$ cat src/rtl/c64_mem_pkg.sv
// Shared types and address map for the C64 memory/bank controller.
// Region windows are aligned power-of-two blocks, so a window hit is a masked compare.
package c64_mem_pkg;

  typedef enum logic [2:0] {
    RGN_RAM     = 3'd0,
    RGN_BASIC   = 3'd1,
    RGN_KERNAL  = 3'd2,
    RGN_CHAR    = 3'd3,
    RGN_IO      = 3'd4,
    RGN_PORTREG = 3'd5
  } region_t;

  localparam logic [15:0] BASIC_BASE   = 16'hA000;
  localparam logic [15:0] BASIC_LIMIT  = 16'hBFFF;
  localparam logic [15:0] IO_BASE      = 16'hD000;
  localparam logic [15:0] IO_LIMIT     = 16'hDFFF;
  localparam logic [15:0] KERNAL_BASE  = 16'hE000;
  localparam logic [15:0] KERNAL_LIMIT = 16'hFFFF;

  localparam logic [15:0] PORT_DDR_ADDR  = 16'h0000;
  localparam logic [15:0] PORT_DATA_ADDR = 16'h0001;

  localparam int CFG_LORAM  = 0;
  localparam int CFG_HIRAM  = 1;
  localparam int CFG_CHAREN = 2;

  // base^limit gives the in-window offset bits of an aligned window
  function automatic logic in_window(input logic [15:0] ab,
                                     input logic [15:0] base,
                                     input logic [15:0] limit);
    return (ab & ~(base ^ limit)) == base;
  endfunction

endpackage

$ cat src/rtl/c64_bank_decode.sv
// Combinational C64 address decoder: CPU address plus effective bank bits to target region.
// Read/write distinctions (ROM write-through, port reads) are resolved by the caller.
module c64_bank_decode
  import c64_mem_pkg::*;
(
  input  logic [15:0] cpu_ab,
  input  logic [2:0]  bank_cfg,
  output region_t     region
);

  logic w_loram;
  logic w_hiram;
  logic w_charen;

  assign w_loram  = bank_cfg[CFG_LORAM];
  assign w_hiram  = bank_cfg[CFG_HIRAM];
  assign w_charen = bank_cfg[CFG_CHAREN];

  always_comb begin
    region = RGN_RAM;
    if (cpu_ab == PORT_DDR_ADDR || cpu_ab == PORT_DATA_ADDR) begin
      region = RGN_PORTREG;
    end else if (in_window(cpu_ab, BASIC_BASE, BASIC_LIMIT)) begin
      if (w_loram && w_hiram) region = RGN_BASIC;
    end else if (in_window(cpu_ab, KERNAL_BASE, KERNAL_LIMIT)) begin
      if (w_hiram) region = RGN_KERNAL;
    end else if (in_window(cpu_ab, IO_BASE, IO_LIMIT)) begin
      // with both LORAM and HIRAM low the whole $D000 page is plain RAM
      if (w_loram || w_hiram) region = w_charen ? RGN_IO : RGN_CHAR;
    end
  end

endmodule

$ cat src/rtl/c64_mem_ctrl.sv
// C64 memory/bank controller between the 6502 core bus and RAM/ROM/I/O,
// with the 6510 on-chip port and an optional post-reset RAM clear.
module c64_mem_ctrl
  import c64_mem_pkg::*;
#(
  parameter bit CLEAR_ON_RESET = 1'b1,
  parameter int CLEAR_DEPTH    = 65536
) (
  input  logic        clk,
  input  logic        reset,
  input  logic [15:0] cpu_ab,
  input  logic [7:0]  cpu_do,
  input  logic        cpu_we,
  output logic [7:0]  cpu_di,
  output logic        cpu_rdy,
  output logic [15:0] ram_addr,
  output logic [7:0]  ram_wdata,
  output logic        ram_we,
  input  logic [7:0]  ram_rdata,
  input  logic [7:0]  rom_rdata,
  output logic        basic_cs,
  output logic        kernal_cs,
  output logic        char_cs,
  output logic        io_cs,
  output logic        io_we,
  input  logic [7:0]  io_rdata,
  output logic [2:0]  bank_cfg
);

  localparam logic [0:0]  ST_CLEAR   = 1'b0;
  localparam logic [0:0]  ST_RUN     = 1'b1;
  localparam logic [16:0] CLEAR_LAST = 17'(CLEAR_DEPTH - 1);

  logic [0:0]  r_state;
  logic [15:0] r_cnt;
  logic [7:0]  r_ddr;
  logic [7:0]  r_port;
  logic [7:0]  r_port_rd;
  region_t     r_sel_q;

  logic [7:0]  w_eff;
  logic [2:0]  w_cfg;
  logic        w_run;
  logic        w_clear;
  logic        w_in_clear;
  region_t     w_dec;
  region_t     w_acc;

  // undriven port pins read back as 1 through the pull-ups
  assign w_eff = (r_port & r_ddr) | ~r_ddr;
  assign w_cfg = w_eff[2:0];

  // reset gates the strobes directly so they drop the moment reset is asserted
  assign w_in_clear = (r_state == ST_CLEAR);
  assign w_run      = reset && (r_state == ST_RUN);
  assign w_clear    = reset && w_in_clear;

  c64_bank_decode u_decode (
    .cpu_ab   (cpu_ab),
    .bank_cfg (w_cfg),
    .region   (w_dec)
  );

  // writes land in RAM underneath everything except the I/O window
  always_comb begin
    w_acc = w_dec;
    if (cpu_we && w_dec != RGN_IO) w_acc = RGN_RAM;
  end

  assign cpu_rdy   = w_run;
  assign bank_cfg  = w_cfg;
  assign ram_addr  = w_in_clear ? r_cnt : cpu_ab;
  assign ram_wdata = w_in_clear ? 8'h00 : cpu_do;
  assign ram_we    = w_clear || (w_run && cpu_we && w_acc == RGN_RAM);
  assign io_we     = w_run && cpu_we && w_acc == RGN_IO;
  assign basic_cs  = w_run && (w_acc == RGN_BASIC);
  assign kernal_cs = w_run && (w_acc == RGN_KERNAL);
  assign char_cs   = w_run && (w_acc == RGN_CHAR);
  assign io_cs     = w_run && (w_acc == RGN_IO);

  always_ff @(posedge clk or negedge reset) begin
    if (!reset) begin
      r_state   <= CLEAR_ON_RESET ? ST_CLEAR : ST_RUN;
      r_cnt     <= '0;
      r_ddr     <= 8'h00;
      r_port    <= 8'h00;
      r_port_rd <= 8'h00;
      r_sel_q   <= RGN_RAM;
    end else if (r_state == ST_CLEAR) begin
      r_cnt   <= r_cnt + 16'd1;
      r_sel_q <= RGN_RAM;
      if ({1'b0, r_cnt} == CLEAR_LAST) r_state <= ST_RUN;
    end else begin
      r_sel_q <= w_acc;
      if (cpu_we && cpu_ab == PORT_DDR_ADDR)  r_ddr  <= cpu_do;
      if (cpu_we && cpu_ab == PORT_DATA_ADDR) r_port <= cpu_do;
      // port reads are answered from a snapshot taken with the address
      if (w_acc == RGN_PORTREG) begin
        r_port_rd <= (cpu_ab == PORT_DDR_ADDR) ? r_ddr : w_eff;
      end
    end
  end

  always_comb begin
    cpu_di = 8'h00;
    if (w_run) begin
      case (r_sel_q)
        RGN_RAM:                         cpu_di = ram_rdata;
        RGN_BASIC, RGN_KERNAL, RGN_CHAR: cpu_di = rom_rdata;
        RGN_IO:                          cpu_di = io_rdata;
        RGN_PORTREG:                     cpu_di = r_port_rd;
        default:                         cpu_di = 8'h00;
      endcase
    end
  end

endmodule

$ cat config.mk
export PLATFORM = sky130hd
export DESIGN_NAME = c64_mem_ctrl
export DESIGN_NICKNAME = d
export VERILOG_FILES = /design/src/rtl/c64_mem_pkg.sv /design/src/rtl/c64_bank_decode.sv /design/src/rtl/c64_mem_ctrl.sv
export SDC_FILE = /design/constraint.sdc
export NUM_CORES = 1
export LEC_CHECK = 0
export CORE_UTILIZATION = 48
export DETAILED_ROUTE_END_ITERATION = 8
export PLACE_DENSITY = 0.87
export SYNTH_ARGS = -nofsm -noshare
export SYNTH_HDL_FRONTEND = slang
export SYNTH_SLANG_ARGS = --single-unit
$ cat constraint.sdc
create_clock -name clk -period 5.2 [get_ports clk]
set_clock_uncertainty 0.15 [all_clocks]
set_input_delay 1.04 -clock clk [delete_from_list [all_inputs] [get_ports clk]]
set_output_delay 1.04 -clock clk [all_outputs]
set_load 0.03 [all_outputs]
==> summary.txt <==
Flow run
  • Max-Cap Viols: 0

Cells and area
  • Ant. Diodes: 0
  • # nets final: just under 400
  • Layout area overhead: 42.6%
  • Post-Layout Cell Count: 410
  • Layout cells sized above 1: 15.3%

Critical path
  • Crit path max fanout: 5
  • Req. time, crit path: 4.01 ns
  • Worst setup SP type: input pin
  • Arr. time, crit path: around 3.4 ns
  • Crit-path slowest cell: clkdlybuf4s50_1
  • CP endpoint kind: primary output
  • Critical Path Most Common Cell: clkdlybuf4s50_1
  • R2r startpoint: r_state
  • Cells along the critical path: clkdlybuf4s50_1 > and4b_1 > o21a_1 > or4b_2 > nor2_1 > clkdlybuf4s50_1
  • Worst R2R Path Depth: 5
  • CP max stage delay: just under 0.7 ns
  • WP depth: 6
  • Bufs and invs on worst path: 2
  • Crit Path Class: in -> out
  • CP Launch Point: cpu_ab[13]
  • Delay-heaviest family, CP: buffers and inverters

Detailed routing
  • Total wire length: 6.35 mm
  • Via count: 2196
  • DRT Pass-1 Iters: 7
  • DRT iter0 DRCs: 250
  • Vias/cell: 5.36
  • Residual DRC: 0
  • Post-route ant nets: 0
  • Avg WL per Cell: 15.5 µm

Place
  • Placed insts: around 400
  • RD Place Congestion: 0.861
  • Port Buffer Count: 92
  • Detail Placement HPWL: 4.95 mm

STA
  • Min Hold Slack: ~0.37 ns
  • Setup_tns: 0 ns
  • Setup violations, final: 0
  • Fin crit period: 4.59 ns
  • Normalized max-slew margin: 63.9%
  • RSZ-0062 raised after global routing: false
  • Worst Tran Pin Value: around 0.54 ns
  • Part of the cycle the worst path needs: 88.2%
  • Final hold violations: 0
  • Final Max Slew Viols: 0
  • Fmax: 0.218 GHz

CTS
  • Hold-fix buffers, CTS: 0
  • Inserted Clock Buffers: 5
  • Clock insertion delay at the later pin of the skew report: around 0.29 ns
  • Clk pin slew, worst setup/hold paths: 0.07 ns
  • H-tree levels: 2
  • CTS tree: done
  • Post-CTS sizing: 0
  • Root Buffer: clkbuf_8
  • CTS sink count: 44
  • Postcts setup bufs: 0
  • Max clock buf depth: 2

Global route
  • Vias in the first global route: between 2000 and 2500
  • Grt total ovfl: 0
  • Initial antenna violation count: 0
  • Total GRT Usage: a little under a quarter
  • First-pass GRT wire length: 9.64 mm
  • Met3 Track Usage GR: 4.15%
  • Pin count of the biggest net entering global routing: 46
  • GR peak layer: met2
  • Met2 usage: 38.0%
  • Global routing met1 resource utilization: 31.6%

Floorplan
  • Core Region: 5110 µm²
  • # IOs: 93
  • FP Rows: 26
  • Die Width: 74.7 µm
  • Die Ht: 74.7 µm
  • Initial Util: between 40% and 50%
  • Die ar.: between 5000 and 6000 µm²

Pwr
  • Lkg Pwr: 1.58 nW
  • VDD IR max: 0.000183 V
  • Psw: 132 µW
  • Clock power frac: 34.4%
  • Net Sw Frac: 21.1%
  • Power share of the combinational group: a little over a tenth
  • P_int: a little under 500 µW
  • Pwr Density: 172 nW/µm²
  • Sequential share of power: a little over half

Logic synthesis
  • Syn nets: between 200 and 300
  • Synth async-reset ratio: 100%
  • Count leader, synth: dfrtp_1
  • Most used flip-flop cell after synthesis: dfrtp_1
  • Yosys top cell area share: 43.4%
  • Mapped cell area: 2540 µm²
  • #FFs+latches synth: 44
  • Dominant cell type by area after synthesis: dfrtp_1
  • Yosys warning total: 0
  • Synth top cells by count: dfrtp_1, mux2_2, nor2_1
  • Post-synth EDFFs: 0
  • Syn_area_per_cell: 10.3 µm²
  • Main area contributors after synthesis: dfrtp_1, mux2_2, mux2i_1, nor2_1, xnor2_1
  • Unique masters post-synth: 37
  • Mapped Cells: 247
  • Sequential element share of the synthesized area: 43.4%

Min path
  • WHS Path Cells: 1
  • HP Class: reg -> reg
  • Worst hold start: r_port[5]

Run status
  • Outcome: complete, no violations
[worst reg2reg max path, delay by kind of cell, from the launching register on]
family,cells,cell delay (ns)
XOR/XNOR,1,0.17
buffers and inverters,1,0.25
flip-flops,1,0.36
AND/OR/NAND/NOR,3,0.98
[power groups by stage]
stage	clock (mW)	sequential (mW)	combinational, mW
floorplan	0	0.349	0.0144
global placement	0	0.349	0.0661
detailed placement	0	0.349	0.0673
CTS	0.219	0.342	0.0678
global route	0.233	0.342	0.0726
finish	0.215	0.342	0.0672
[layout by cell type (no fill, tap or decap), types with 2 or more instances in the layout]
master / Yosys / layout
clkdlybuf4s50_1: 0 / 91
dfrtp_1: 44 / 44
mux2_2: 36 / 36
nor2_1: 30 / 30
nand2_1: 19 / 19
mux2i_1: 16 / 16
and2_1: 10 / 10
xnor2_1: 9 / 9
o22a_1: 8 / 8
nand4_1: 6 / 6
xor2_1: 6 / 6
clkbuf_8: 0 / 6
nor3_1: 5 / 5
nand3_1: 5 / 5
o21ai_0: 5 / 5
o41ai_1: 5 / 5
inv_1: 4 / 4
buf_4: 0 / 4
nand2b_1: 3 / 3
a21oi_1: 3 / 3
nor4_1: 3 / 3
nor2b_1: 2 / 2
nor2_2: 2 / 2
clkbuf_1: 9 / 2
[path summary, 6_finish.rpt]
kind | end | slack (ns)
min in group asynchronous | r_port_rd[1] | 0.67
min reg2reg | r_port[5] | 0.37
max in group asynchronous | r_port[7] | 3.85
max | kernal_cs | 0.61
max reg2reg | r_cnt[11] | 3.21
min | r_port[5] | 0.37
[logic make-up after synthesis]
kind of cell / synth area share [%]
and+or+nand+nor: 18.4
adders and majority gates: 0.493
AOI/OAI and AO/OA: 8.03
buffers and inverters: 2.22
muxes: 22.3
xor gates and xnor gates: 5.18
DFF: 43.4
[metal layers]
layer  wire [µm]  up-vias  share of wire [%]
met5           0        -                  0
met4         106        0                1.7
met1        2820     1057                 44
li1            -     1057                  -
met3         287       10                4.5
met2        3130       72                 49
[flip-flops by register name, summed over array words and instances, names as in the netlist]
name and count:
r_cnt 16, r_ddr 8, r_port 8, r_port_rd 8
r_sel_q 3, r_state 1
[cell type report]
| class | instances | area, µm² |
|---|---|---|
| multi-input combinational | 188 | 1380 |
| sequential | 44 | 1100 |
| clock buffer | 8 | 90.1 |
| inverter | 4 | 15.0 |
| tap | 70 | 87.6 |
| timing repair buffer | 96 | 946 |
| fill | 386 | 1490 |
[per-stage QoR]
stage,cell area [µm²],util (%),setup WS (ns),power [mW]
after floorplan,2540,-,1.60,0.363
after global placement,3530,69.1,0.688,0.415
after detailed placement,3530,69.1,0.640,0.416
after CTS,3620,70.9,0.631,0.629
after global routing,3620,70.9,0.514,0.647
final,3620,70.9,0.613,0.624
Note: power is estimated with default switching activity, not from simulation.
